$ cat src/rtl/spc3_pkg.sv
// Shared types and constants for the spc3 serial configuration bank.
package spc3_pkg;

   typedef enum logic [2:0] {
      IDLE   = 3'd0,
      ADDR   = 3'd1,
      DATA   = 3'd2,
      PARITY = 3'd3,
      STOP   = 3'd4
   } spc3_state_e;

   localparam logic [1:0] ERR_NONE = 2'b00;
   localparam logic [1:0] ERR_PAR  = 2'b01;
   localparam logic [1:0] ERR_STOP = 2'b10;
   localparam logic [1:0] ERR_ADDR = 2'b11;

   // spc2 field layout of a 16-bit channel word
   localparam int F_MSB  = 15;
   localparam int F_LSB  = 12;
   localparam int IQ_BIT = 11;
   localparam int GS_MSB = 10;
   localparam int GS_LSB = 7;
   localparam int CE_BIT = 6;
   localparam int NS_BIT = 5;
   localparam int GD_MSB = 4;
   localparam int GD_LSB = 2;
   localparam int FS_BIT = 1;
   localparam int RE_BIT = 0;

endpackage

$ cat src/rtl/spc3_frame_rx.sv
// Serial frame receiver: start, address, data, even parity, stop.
// Produces a write strobe on the stop-sample edge and registered done/error pulses.
module spc3_frame_rx
   import spc3_pkg::*;
#(
   parameter int NCH    = 4,
   parameter int ADDR_W = 2,
   parameter int CFG_W  = 16
) (
   input  logic              clk_i,
   input  logic              rst_n_i,
   input  logic              cfg_in_i,
   output logic              wr_en_o,
   output logic [ADDR_W-1:0] wr_addr_o,
   output logic [CFG_W-1:0]  wr_data_o,
   output logic              busy_o,
   output logic              done_o,
   output logic              err_pulse_o,
   output logic [1:0]        err_code_o
);

   localparam int MAXW  = (ADDR_W > CFG_W) ? ADDR_W : CFG_W;
   localparam int CNT_W = $clog2(MAXW) + 1;
   localparam logic [CNT_W-1:0] ADDR_LAST = CNT_W'(ADDR_W - 1);
   localparam logic [CNT_W-1:0] DATA_LAST = CNT_W'(CFG_W - 1);

   spc3_state_e        state_q;
   logic [CNT_W-1:0]   cnt_q;
   logic [ADDR_W-1:0]  addr_q;
   logic [CFG_W-1:0]   data_q;
   logic               par_q;
   logic               busy_q, done_q, err_q;
   logic [1:0]         err_code_q;

   logic [ADDR_W:0]    addr_shift;
   logic [CFG_W:0]     data_shift;
   logic [1:0]         err_code_d;
   logic               frame_bad;

   assign addr_shift = {addr_q, cfg_in_i};
   assign data_shift = {data_q, cfg_in_i};

   // Evaluated against the live stop bit while in STOP; stop > parity > address
   always_comb begin
      err_code_d = ERR_NONE;
      if (cfg_in_i)
         err_code_d = ERR_STOP;
      else if (par_q != ^{addr_q, data_q})
         err_code_d = ERR_PAR;
      else if (32'(addr_q) >= NCH)
         err_code_d = ERR_ADDR;
   end

   assign frame_bad = (err_code_d != ERR_NONE);
   assign wr_en_o   = (state_q == STOP) && !frame_bad;
   assign wr_addr_o = addr_q;
   assign wr_data_o = data_q;

   always_ff @(posedge clk_i) begin
      if (!rst_n_i) begin
         state_q    <= IDLE;
         cnt_q      <= '0;
         busy_q     <= 1'b0;
         done_q     <= 1'b0;
         err_q      <= 1'b0;
         err_code_q <= ERR_NONE;
      end else begin
         done_q <= 1'b0;
         err_q  <= 1'b0;
         case (state_q)
            IDLE: begin
               if (cfg_in_i) begin
                  state_q <= ADDR;
                  cnt_q   <= '0;
                  busy_q  <= 1'b1;
               end
            end
            ADDR: begin
               addr_q <= addr_shift[ADDR_W-1:0];
               if (cnt_q == ADDR_LAST) begin
                  cnt_q   <= '0;
                  state_q <= DATA;
               end else begin
                  cnt_q <= cnt_q + CNT_W'(1);
               end
            end
            DATA: begin
               data_q <= data_shift[CFG_W-1:0];
               if (cnt_q == DATA_LAST) begin
                  cnt_q   <= '0;
                  state_q <= PARITY;
               end else begin
                  cnt_q <= cnt_q + CNT_W'(1);
               end
            end
            PARITY: begin
               par_q   <= cfg_in_i;
               state_q <= STOP;
            end
            STOP: begin
               state_q <= IDLE;
               busy_q  <= 1'b0;
               if (frame_bad) begin
                  err_q      <= 1'b1;
                  err_code_q <= err_code_d;
               end else begin
                  done_q <= 1'b1;
               end
            end
            default: begin
               state_q <= IDLE;
               busy_q  <= 1'b0;
            end
         endcase
      end
   end

   assign busy_o      = busy_q;
   assign done_o      = done_q;
   assign err_pulse_o = err_q;
   assign err_code_o  = err_code_q;

endmodule

$ cat src/rtl/spc3_cfg_bank.sv
// Multi-channel configuration bank: serial frames load shadow words,
// a global apply copies every shadow to the active outputs in one edge.
module spc3_cfg_bank
   import spc3_pkg::*;
#(
   parameter int               NCH       = 4,
   parameter int               ADDR_W    = 2,
   parameter int               CFG_W     = 16,
   parameter logic [CFG_W-1:0] RESET_VAL = '0
) (
   input  logic                 Clk,
   input  logic                 Resetn,
   input  logic                 Cfg_in,
   input  logic                 Cfg_apply,
   output logic [NCH*CFG_W-1:0] Cfg_q,
   output logic                 Cfg_busy,
   output logic                 Cfg_done,
   output logic                 Cfg_err,
   output logic [1:0]           Err_code
);

   logic              wr_en;
   logic [ADDR_W-1:0] wr_addr;
   logic [CFG_W-1:0]  wr_data;

   logic [CFG_W-1:0]  shadow_q [NCH];
   logic [CFG_W-1:0]  shadow_d [NCH];
   logic [CFG_W-1:0]  active_q [NCH];
   logic [CFG_W-1:0]  active_d [NCH];

   spc3_frame_rx #(
      .NCH    (NCH),
      .ADDR_W (ADDR_W),
      .CFG_W  (CFG_W)
   ) u_rx (
      .clk_i       (Clk),
      .rst_n_i     (Resetn),
      .cfg_in_i    (Cfg_in),
      .wr_en_o     (wr_en),
      .wr_addr_o   (wr_addr),
      .wr_data_o   (wr_data),
      .busy_o      (Cfg_busy),
      .done_o      (Cfg_done),
      .err_pulse_o (Cfg_err),
      .err_code_o  (Err_code)
   );

   // Apply reads shadow_q, so a same-edge write is only seen by a later apply
   always_comb begin
      for (int k = 0; k < NCH; k++) begin
         shadow_d[k] = shadow_q[k];
         active_d[k] = active_q[k];
         if (wr_en && (32'(wr_addr) == k))
            shadow_d[k] = wr_data;
         if (Cfg_apply)
            active_d[k] = shadow_q[k];
      end
   end

   always_ff @(posedge Clk) begin
      for (int k = 0; k < NCH; k++) begin
         if (!Resetn) begin
            shadow_q[k] <= RESET_VAL;
            active_q[k] <= RESET_VAL;
         end else begin
            shadow_q[k] <= shadow_d[k];
            active_q[k] <= active_d[k];
         end
      end
   end

   for (genvar g = 0; g < NCH; g++) begin : g_out
      assign Cfg_q[g*CFG_W +: CFG_W] = active_q[g];
   end

endmodule

$ cat config.mk
export PLATFORM = sky130hd
export DESIGN_NAME = spc3_cfg_bank
export DESIGN_NICKNAME = d
export VERILOG_FILES = /design/src/rtl/spc3_pkg.sv /design/src/rtl/spc3_frame_rx.sv /design/src/rtl/spc3_cfg_bank.sv
export SDC_FILE = /design/constraint.sdc
export NUM_CORES = 1
export LEC_CHECK = 0
export ABC_AREA = 1
export BUFFER_PORTS_ARGS = -buffer_cell sky130_fd_sc_hd__buf_2
export CAP_MARGIN = 5
export CORE_ASPECT_RATIO = 1.2
export CORE_MARGIN = 5
export CORE_UTILIZATION = 25
export DETAILED_ROUTE_END_ITERATION = 12
export HOLD_SLACK_MARGIN = 0.1
export MAX_ROUTING_LAYER = met4
export SLEW_MARGIN = 15
export SYNTH_ARGS = -nofsm -noshare
export SYNTH_HDL_FRONTEND = slang
export SYNTH_SLANG_ARGS = --single-unit
$ cat constraint.sdc
create_clock -name Clk -period 2.2 [get_ports Clk]
set_clock_uncertainty 0.1 [all_clocks]
set_input_delay 0.11 -clock Clk [delete_from_list [all_inputs] [get_ports Clk]]
set_output_delay 0.11 -clock Clk [all_outputs]
set_load 0.01 [all_outputs]
==> results.toml, run 1 <==
[timing]
fmax_ghz = 0.457
finalCritPeriodShare = 0.994
setup_tns_ps = 0
setup_viol = 0
worstMarginPinSlew_ps = 635
min_period_ps = 2190
rsz0062_at_grt = "true"
slew_headroom = 0.577
hold_violations = 0
drv_slew = 0

[layout]
nets = 926
final_common_cell = "nand2_1"
fillCellCount = 2694
final_cell_mix = "160 x nand2_1, 141 x dfxtp_1, 137 x nor2_1, 89 x inv_1, 72 x a21oi_1"
multi_input_area_mm2 = 0.00253
instances_no_fill = 1257
fin_area_mm2 = 0.00805
drive_above_1_share = 0.214
n_antenna_cell = 0
syn_to_final_growth_pct = 25.2
regArea_mm2 = 0.00339
finish.utilization = 0.316

[setup_path]
slowest_stage = "edfxtp_1"
slowest_delay_ps = 370
critical_path.cell_chain = "inv_2 -> ha_4 -> inv_4 -> nand2_4 -> nand2_2 -> nand2_2 -> nand2_1 -> nand2_1 -> nand3_1 -> nand2_1 -> nand2_2 -> nand2_4 -> nand4_4 -> clkbuf_16 -> nor2_1 -> nor2_1"
crit_fanout = 16
cp-end-kind = "flip-flop"
required_ps = 2410
critical_path_arrival_ps = 2400
cpLargestDelayFamily = "simple AND/OR/NAND/NOR gates"
cp_num_buf_inv = 3
path_class = "reg2reg"
crit_path_start_kind = "flip-flop"

[detailed_routing]
routed_wl_um = 16100
routed_via_density = 4.14
wl_per_cell_um = 12.8
first_iter_violations = 320
final_antenna_net_count = 0
routed-via-count = 5205
drc = 0
dr.pass1.iters = 4

[synthesis]
synth_area_leaders = "dfxtp_1 44%, nand2_1 11%, edfxtp_1 8.9%, nor2_1 8.3%, a21oi_1 5.6%"
yosys_warnings = 0
synth_area_mm2 = 0.00643
synth_cell_types = 29
synth.avg_cell_area_um2 = 7.73
synthesis.nets = 843
yosys.area.top_type_share = 0.439
ys_seq_area_frac = 0.528
yosysTopAreaCell = "dfxtp_1"
synth_cells = 831
ys_ff_latch = 160

[global_routing]
track_usage = 0.114
antenna_found_initial = 0
grt_use_met2 = 0.190
grt_first_pass_wirelength_um = 25200
grt_overflow = 0
gr-usage-met3 = 0.0307
busiest_layer = "met2"
grt_max_degree = 70
met1_usage = 0.133
grt_pass1_vias = 4860

[placed_design]
hpwlAfterDp_um = 10900
postPlaceCellArea_mm2 = 0.00721
io_buffers = 72
dp.cells = 1212
gp_congestion = 0.759

[power]
leakagePower_nw = 3.84
netSwitchingPower_mw = 1.95
power_frac_clock = 0.395
internal_power_mw = 5.03
powerDensity_mw_per_mm2 = 867
p_sw_frac = 0.279
peakVddDrop_uv = 539
power_mw = 6.98
p_seq_frac = 0.462
combinationalPowerShare = 0.143

[floorplan]
top_level_ports = 73
initial_utilization = 0.252
die_x_um = 156
core_region_area_mm2 = 0.0255
dieArea_mm2 = 0.0290
die_y_um = 186
row_count = 64

[run]
cap_violations = 0

[outcome]
status = "finished, final reports clean"

[clock_network]
clk_path_buf_depth = 2
clockRootBuffer = "clkbuf_16"
cts_made_buffers = 17
htreeDepth = 4
clkLatencyLatePin_ps = 430
clk_pin_slew_ps = 60
cts_tree = "yes"
cts_sinks = 160

[worst_hold_path]
min_path_type = "reg2reg"
-- registers in the layout, indices dropped and copies added (netlist names) --
signal and cells:
u_rx.done_o 1, active_q 64, u_rx.err_code_o 2, u_rx.state_q 3, u_rx.err_pulse_o 1, u_rx.cnt_q 5
u_rx.busy_o 1, shadow_q 64, u_rx.wr_addr_o 2, u_rx.par_q 1, u_rx.wr_data_o 16
-- repair_timing --
action                                 CTS  global route
setup buffers                            0             8
setup endpoints to repair                0            67
endpoints found under the hold margin   24             0
hold buffers                             3             0
resized for setup                        0            48
-- cell usage after synthesis, drive strengths merged --
library cell	count
nand2	191
nor2	144
dfxtp	141
inv	96
a21oi	72
o21ai	67
buf	31
clkbuf	20
edfxtp	19
nand3	19
ha	8
nand4	7
xnor2	6
nor3	3
xor2	2
a21boi	1
and3	1
clkinv	1
nor4	1
or2	1
-- power by group through the flow --
stage                     combinational (mW)  clock [mW]  sequential [mW]
after floorplan                        0.608           0             3.28
after global placement                 0.897           0             3.28
after detailed placement               0.916           0             3.28
after CTS                              0.924        2.84             3.22
after global routing                    1.12        2.96             3.24
final                                  0.999        2.76             3.22
-- kinds of logic after synthesis --
kind of cell | count (synthesis) | share of synthesized area
buf+inv | 148 | 0.100
fa+ha+maj | 8 | 0.0156
simple gates | 367 | 0.236
xor+xnor | 8 | 0.0109
compound gates | 140 | 0.109
flops | 160 | 0.528
-- tightest hold or removal path: stages, from the launching register on --
cell and delay (ps):
dfxtp_1 300, inv_1 60, a21oi_1 60
-- through the flow --
| step | hold slack (ps) | worst slack (ps) |
|---|---|---|
| after detailed placement | 307 | 23.4 |
| after global routing | 375 | -129 |
| after global placement | 299 | 78.2 |
| final | 357 | 13.8 |
| after floorplan | 109 | 136 |
| after CTS | 356 | 10.5 |
-- path summary, 6_finish.rpt --
path / depth (start not counted) / end / startpoint / slack [ps]
setup / recovery: 16 / shadow_q[3][4] / u_rx.wr_addr_o[0] / 10
hold / removal: 2 / active_q[2][8] / shadow_q[2][8] / 360
setup reg to reg: 16 / shadow_q[3][4] / u_rx.wr_addr_o[0] / 10
hold reg to reg: 2 / active_q[2][8] / shadow_q[2][8] / 360
-- routing by layer --
layer	part of all wire	wire length (um)	vias to the layer above
li1	-	-	2753
met1	0.45	7230	2349
met2	0.50	8040	82
met3	0.036	575	21
met4	0.016	259	0
met5	0	0	-
-- layout make-up --
class | count | area share
multi-input combinational | 523 | 0.314
timing repair buffer | 115 | 0.0986
inverter | 97 | 0.0456
clock inverter | 10 | 0.00933
sequential | 160 | 0.422
clock buffer | 22 | 0.0591
tap | 330 | 0.0513
Power figures use the tool's default switching activity.
==> run 2: changes to the inputs <==
--- a/config.mk
+++ b/config.mk
@@ -17,4 +17,5 @@
 export SLEW_MARGIN = 15
 export SYNTH_ARGS = -nofsm -noshare
 export SYNTH_HDL_FRONTEND = slang
+export SYNTH_HIERARCHICAL = 1
 export SYNTH_SLANG_ARGS = --single-unit
==> run 2 against run 1 <==
The flow now finishes with violations (negative setup slack). Area after synthesis down 1.6%. Fmax down 5.3%. Clock power rose by 5%. Combinational power fell by 9.8%. Flip-flop and latch count unchanged. Wire length fell by 0.66%. Via count is 4.7% higher. Hold slack worse by 2.7 ps. Core utilization up 1.1 points. Sequential share of layout area shrank 0.42 points. First-iteration DRC count decreased by 1.9%. Count of clock-buffer cells in the layout shrank 4. Critical path type unchanged. Largest power group unchanged.
==> results.toml, run 2 <==
[synthesis]
ys_seq_area_frac = 0.536
synthMuxAreaShare = 0
synth.avg_cell_area_um2 = 7.41
synth_top_family_by_area = "simple AND/OR/NAND/NOR gates"
yosys_warnings = 6
synth_area_mm2 = 0.00632
synth_ff_type = "dfxtp_1"
synth_top_cells_by_count = "204 x nand2_1, 161 x nor2_1, 141 x dfxtp_1"
synth_compound_area_frac = 0.115
synth_cell_types = 27
synth.most_common_cell = "nand2_1"
synthesis.nets = 862
synth-xor-area-share = 0.00277
synth-adder-area-share = 0.00791
synthArstFlopShare = 0
yosys.area.top_type_share = 0.446
ys_ff_latch = 160
yosysTopAreaCell = "dfxtp_1"
synth_area_leaders = "dfxtp_1 45%, nand2_1 12%, nor2_1 9.6%, edfxtp_1 9.0%, inv_1 6.2%"
synth_cells = 854
yosys.area_share.simple = 0.244
synth_edf_count = 19

[layout]
instances_no_fill = 1296
final_cell_mix = "197 x nand2_1, 152 x nor2_1, 141 x dfxtp_1, 104 x inv_1, 71 x buf_2"
final_common_cell = "nand2_1"
fillCellCount = 2599
n_antenna_cell = 0
regArea_mm2 = 0.00339
drive_above_1_share = 0.194
nets = 966
syn_to_final_growth_pct = 28.5
multi_input_area_mm2 = 0.00243

[setup_path]
cp_num_buf_inv = 3
slowest_stage = "edfxtp_1"
required_ps = 2420
crit_fanout = 16
cp-end-kind = "flip-flop"
critical_path.cell_chain = "nand2_1 -> inv_1 -> nor2_2 -> nand2_1 -> nand2_2 -> nand2_2 -> nand3_2 -> nand2_1 -> nand2_1 -> nand3b_1 -> nor2_4 -> buf_4 -> nand3_4 -> clkbuf_16 -> nor2_1 -> nor2_1"
slowest_delay_ps = 460
critical_path_arrival_ps = 2530
cpMostUsedCell = "nand2_1"
cpLargestDelayFamily = "simple AND/OR/NAND/NOR gates"
path_class = "reg2reg"
crit_path_start_kind = "flip-flop"

[detailed_routing]
wl_per_cell_um = 12.4
first_iter_violations = 314
drc = 0
routed-via-count = 5448
dr.pass1.iters = 4
final_antenna_net_count = 0
routed_wl_um = 16000
routed_via_density = 4.20

[power]
powerDensity_mw_per_mm2 = 861
leakagePower_nw = 3.96
peakVddDrop_uv = 471

[clock_network]
cts_made_buffers = 17
clk_pin_slew_ps = 70
cts_sinks = 160
clockRootBuffer = "clkbuf_16"
htreeDepth = 4
cts_tree = "yes"
clkLatencyLatePin_ps = 420
clk_path_buf_depth = 2

[placed_design]
hpwlAfterDp_um = 10500
dp.cells = 1244
gp_congestion = 0.809
dp_slack_ps = -79.2
io_buffers = 72

[outcome]
failed_checks = "negative setup slack"
status = "finished, violations left"

[run]
cap_violations = 0

[timing]
slew_headroom = 0.622
hold_violations = 0
drv_slew = 0
worstMarginPinSlew_ps = 567
finalCritPeriodShare = 1.05
layout_setup_ws_ps = -109
setup_tns_ps = -2310
fmax_ghz = 0.433
setup_viol = 48
min_period_ps = 2310
rsz0062_at_grt = "true"

[global_routing]
met1_usage = 0.129
track_usage = 0.111
gr-usage-met3 = 0.0362
grt_max_degree = 135
grt_first_pass_wirelength_um = 24700
antenna_found_initial = 0
grt_use_met2 = 0.182
grt_overflow = 0
grt_pass1_vias = 4897
busiest_layer = "met2"

[floorplan]
top_level_ports = 73
row_count = 63
die_x_um = 155
die_y_um = 184
core_region_area_mm2 = 0.0248
dieArea_mm2 = 0.0286
initial_utilization = 0.255

[worst_hold_path]
min_path_type = "reg2reg"
## run 2: cell types whose count changed after synthesis, sizes merged, moves of 4 or more
cell	change
nand3	+6
nor2	+18
xnor2	-5
nand2	+15
ha	-4
inv	+10
buf	-4
nand4	-7
clkbuf	-4
## run 2: tightest hold or removal path, stage by stage, from the launching register on
cell and delay [ps]:
dfxtp_1 300, inv_1 60, a21oi_1 50
## run 2: logic make-up (layout without fill, tap and decap cells)
kind of cell,Yosys count,in the layout
flops,160,160
fa+ha+maj,4,4
xor+xnor,2,2
compound gates,142,142
simple gates,397,397
buf+inv,149,266
## run 2: area by class of cell
type,count,area share
clock buffers,18,0.0540
clock inverters,14,0.0174
inverters,106,0.0490
multi-input cells,545,0.299
flip-flops and latches,160,0.418
well taps,325,0.0500
repair buffers,128,0.113
## run 2: layer usage
metal	up-vias	wire [um]
li1	2861	-
met1	2479	6790
met2	92	8020
met5	-	0
met3	16	906
met4	0	286
## run 2: power breakdown
part           total (mW)  internal, mW  switching (mW)
Sequential           3.20          3.10          0.0979
Clock                2.89          1.63            1.27
Combinational       0.901         0.326           0.575
Total                7.00          5.06            1.94
## run 2: path summary, 6_finish.rpt
path / end / slack [ps] / start / cells past startpoint
hold reg to reg: active_q[2][8] / 350 / shadow_q[2][8] / 2
hold / removal: active_q[2][8] / 350 / shadow_q[2][8] / 2
setup / recovery: shadow_q[3][14] / -110 / u_rx/wr_data_o[0] / 16
setup reg to reg: shadow_q[3][14] / -110 / u_rx/wr_data_o[0] / 16
## run 2: what timing repair did
| action | in CTS | in global routing |
|---|---|---|
| gates cloned | 0 | 4 |
| hold buffers | 4 | 0 |
| setup endpoints to repair | 59 | 64 |
| buffers inserted | 3 | 9 |
| resized for setup | 1 | 25 |
| hold endpoints to repair | 18 | 0 |
| pin swaps | 0 | 6 |
## run 2: metrics by stage
stage | area [um2] | util | hold slack, ps | total power, mW
global placement | 7220 | 0.291 | 297 | 4.11
global route | 8130 | 0.327 | 380 | 7.33
floorplan | 6320 | - | 108 | 3.80
finish | 8130 | 0.327 | 355 | 7.00
detailed placement | 7220 | 0.291 | 299 | 4.12
CTS | 7870 | 0.317 | 356 | 7.05
==> run 3: changes to the inputs <==
--- a/config.mk
+++ b/config.mk
@@ -14,6 +14,7 @@
 export DETAILED_ROUTE_END_ITERATION = 12
 export HOLD_SLACK_MARGIN = 0.1
 export MAX_ROUTING_LAYER = met4
+export SKIP_LAST_GASP = 1
 export SLEW_MARGIN = 15
 export SYNTH_ARGS = -nofsm -noshare
 export SYNTH_HDL_FRONTEND = slang
==> constraint.sdc (replaced) <==
create_clock -name Clk -period 2.4 [get_ports Clk]
set_clock_uncertainty 0.1 [all_clocks]
set_input_delay 0.12 -clock Clk [delete_from_list [all_inputs] [get_ports Clk]]
set_output_delay 0.12 -clock Clk [all_outputs]
set_load 0.01 [all_outputs]
==> run 3 against run 2 <==
The run still ends with negative setup slack left. Die area did not move. Largest cell class unchanged. Non-clock buffer count fell by 7. Worst setup slack improved by 110 ps. Critical path depth did not move. Global-route usage rose by 0.34 points. Sequential power fell by 8.1%. Fmax fell by 3.8%. Clock power fell by 11%. Critical endpoint is now shadow_q[2][7].
==> results.toml, run 3 (synthesized netlist as in run 2, its figures left out) <==
[outcome]
status = "finished, violations left"
failed_checks = "negative setup slack"

[clock_network]
htreeDepth = 4
clk_pin_slew_ps = 60
cts_made_buffers = 17
clkLatencyLatePin_ps = 430
clk_path_buf_depth = 2
cts_tree = "yes"
clockRootBuffer = "clkbuf_16"
cts_sinks = 160

[timing]
fmax_ghz = 0.416
hold_violations = 0
setup_viol = 1
layout_setup_ws_ps = -0.976
min_period_ps = 2400
rsz0062_at_grt = "true"
finalCritPeriodShare = 1.00
slew_headroom = 0.618
worstMarginPinSlew_ps = 573
fin_hold_ws_ps = 345
drv_slew = 0
setup_tns_ps = -0.976

[detailed_routing]
routed-via-count = 5429
wl_met3_um = 848
drc = 0
first_iter_violations = 326
routed_wl_um = 16000
wl_per_cell_um = 12.4
routed_via_density = 4.21
met2_length_um = 7900
drt-met1-wl_um = 6950
dr.pass1.iters = 6
top_layer = "met4"
final_antenna_net_count = 0

[setup_path]
crit_fanout = 8
r2r-end = "shadow_q[2][7]"
rr_worst_depth = 16
reg2reg_from = "u_rx/wr_data_o[0]"
path_class = "reg2reg"
cp-end-kind = "flip-flop"
crit_path_start_kind = "flip-flop"
critical_path_arrival_ps = 2660
required_ps = 2660
r2r_slack_ps = -1

[worst_hold_path]
min_path_type = "reg2reg"
hold_end = "u_rx/err_code_o[0]"
min_from = "u_rx/err_code_o[0]"
holdPathStages = 2

[layout]
final_common_cell = "nand2_1"
finish.utilization = 0.324
drive_above_1_share = 0.184
instances_no_fill = 1289
n_antenna_cell = 0
final_cell_mix = "196 x nand2_1, 154 x nor2_1, 141 x dfxtp_1, 103 x inv_1"
syn_to_final_growth_pct = 27.0
nets = 959

[power]
powerDensity_mw_per_mm2 = 789
p_sw_frac = 0.273
combinationalPowerShare = 0.130
peakVddDrop_uv = 504
internal_power_mw = 4.61
leakagePower_nw = 3.90
netSwitchingPower_mw = 1.73
power_frac_clock = 0.405
p_seq_frac = 0.465

[global_routing]
grt_first_pass_wirelength_um = 25500
track_usage = 0.115
antenna_found_initial = 0
grt_max_degree = 135
grt_pass1_vias = 5086
grt_overflow = 0

[placed_design]
dp.cells = 1240
gp_congestion = 0.757
dp_slack_ps = 77.6
io_buffers = 72
hpwlAfterDp_um = 10600

[floorplan]
initial_utilization = 0.255
dieArea_mm2 = 0.0286
core_region_area_mm2 = 0.0248
top_level_ports = 73
row_count = 63
die_x_um = 155
die_y_um = 184

[run]
cap_violations = 0
==> run 3: metal layers <==
layer  vias to the layer above  global-route usage
li1                       2844                   -
met1                      2463               0.131
met2                       100               0.192
met3                        22              0.0333
met4                         0              0.0417
met5                         -                   -
==> run 3: worst max-delay path by stage <==
stage / slack [ps] / to / cells after the start / startpoint
final: -1 / shadow_q[2][7] / 16 / u_rx/wr_data_o[0]
after global routing: -140 / shadow_q[2][7] / 16 / u_rx/wr_data_o[0]
after CTS: 40 / shadow_q[2][7] / 16 / u_rx/wr_data_o[0]
after detailed placement: 80 / shadow_q[2][12] / 15 / u_rx/wr_data_o[0]
after global placement: 160 / shadow_q[2][14] / 15 / u_rx/wr_data_o[0]
after floorplan: 320 / shadow_q[0][1] / 16 / u_rx/wr_data_o[0]
==> run 3: cell type report <==
type	instances	area (um2)
flip-flops and latches	160	3390
inverters	106	398
well taps	325	407
multi-input cells	545	2430
clock buffers	21	450
clock inverters	11	106
repair buffers	121	848
fillers	2614	16800
==> run 3: what timing repair did <==
item                       CTS  global route
setup endpoints to repair    0            63
hold buffers                 3             0
buffers inserted             0            11
hold endpoints to repair    22             0
resized for setup            0            30
==> run 3: power by group through the flow <==
| stage | Clock, mW | Sequential [mW] | Combinational [mW] |
|---|---|---|---|
| global placement | 0 | 3.00 | 0.758 |
| floorplan | 0 | 3.03 | 0.455 |
| detailed placement | 0 | 3.01 | 0.770 |
| CTS | 2.62 | 2.95 | 0.780 |
| global route | 2.72 | 2.96 | 0.941 |
| finish | 2.57 | 2.94 | 0.826 |
==> run 3: metrics by stage <==
step | area (um2) | power, mW
6_report | 8030 | 6.34
5_1_grt | 8030 | 6.63
4_1_cts | 7770 | 6.35
3_5_place_dp | 7180 | 3.78
3_3_place_gp | 7180 | 3.76
2_1_floorplan | 6320 | 3.48
==> run 3: worst max-delay path: stages (launching register included) <==
cell      delay (ps)
edfxtp_1         510
nand2_1          120
inv_1             50
nor2_2           110
nand2_1           60
nand2_1           90
nand2_2           70
nand3_2          100
nand2_2           50
nand2_2           60
nand3b_1         140
nor2_4           260
nand3_4          180
buf_12           190
nand2_4           40
nand2_1           50
nor2_1           150
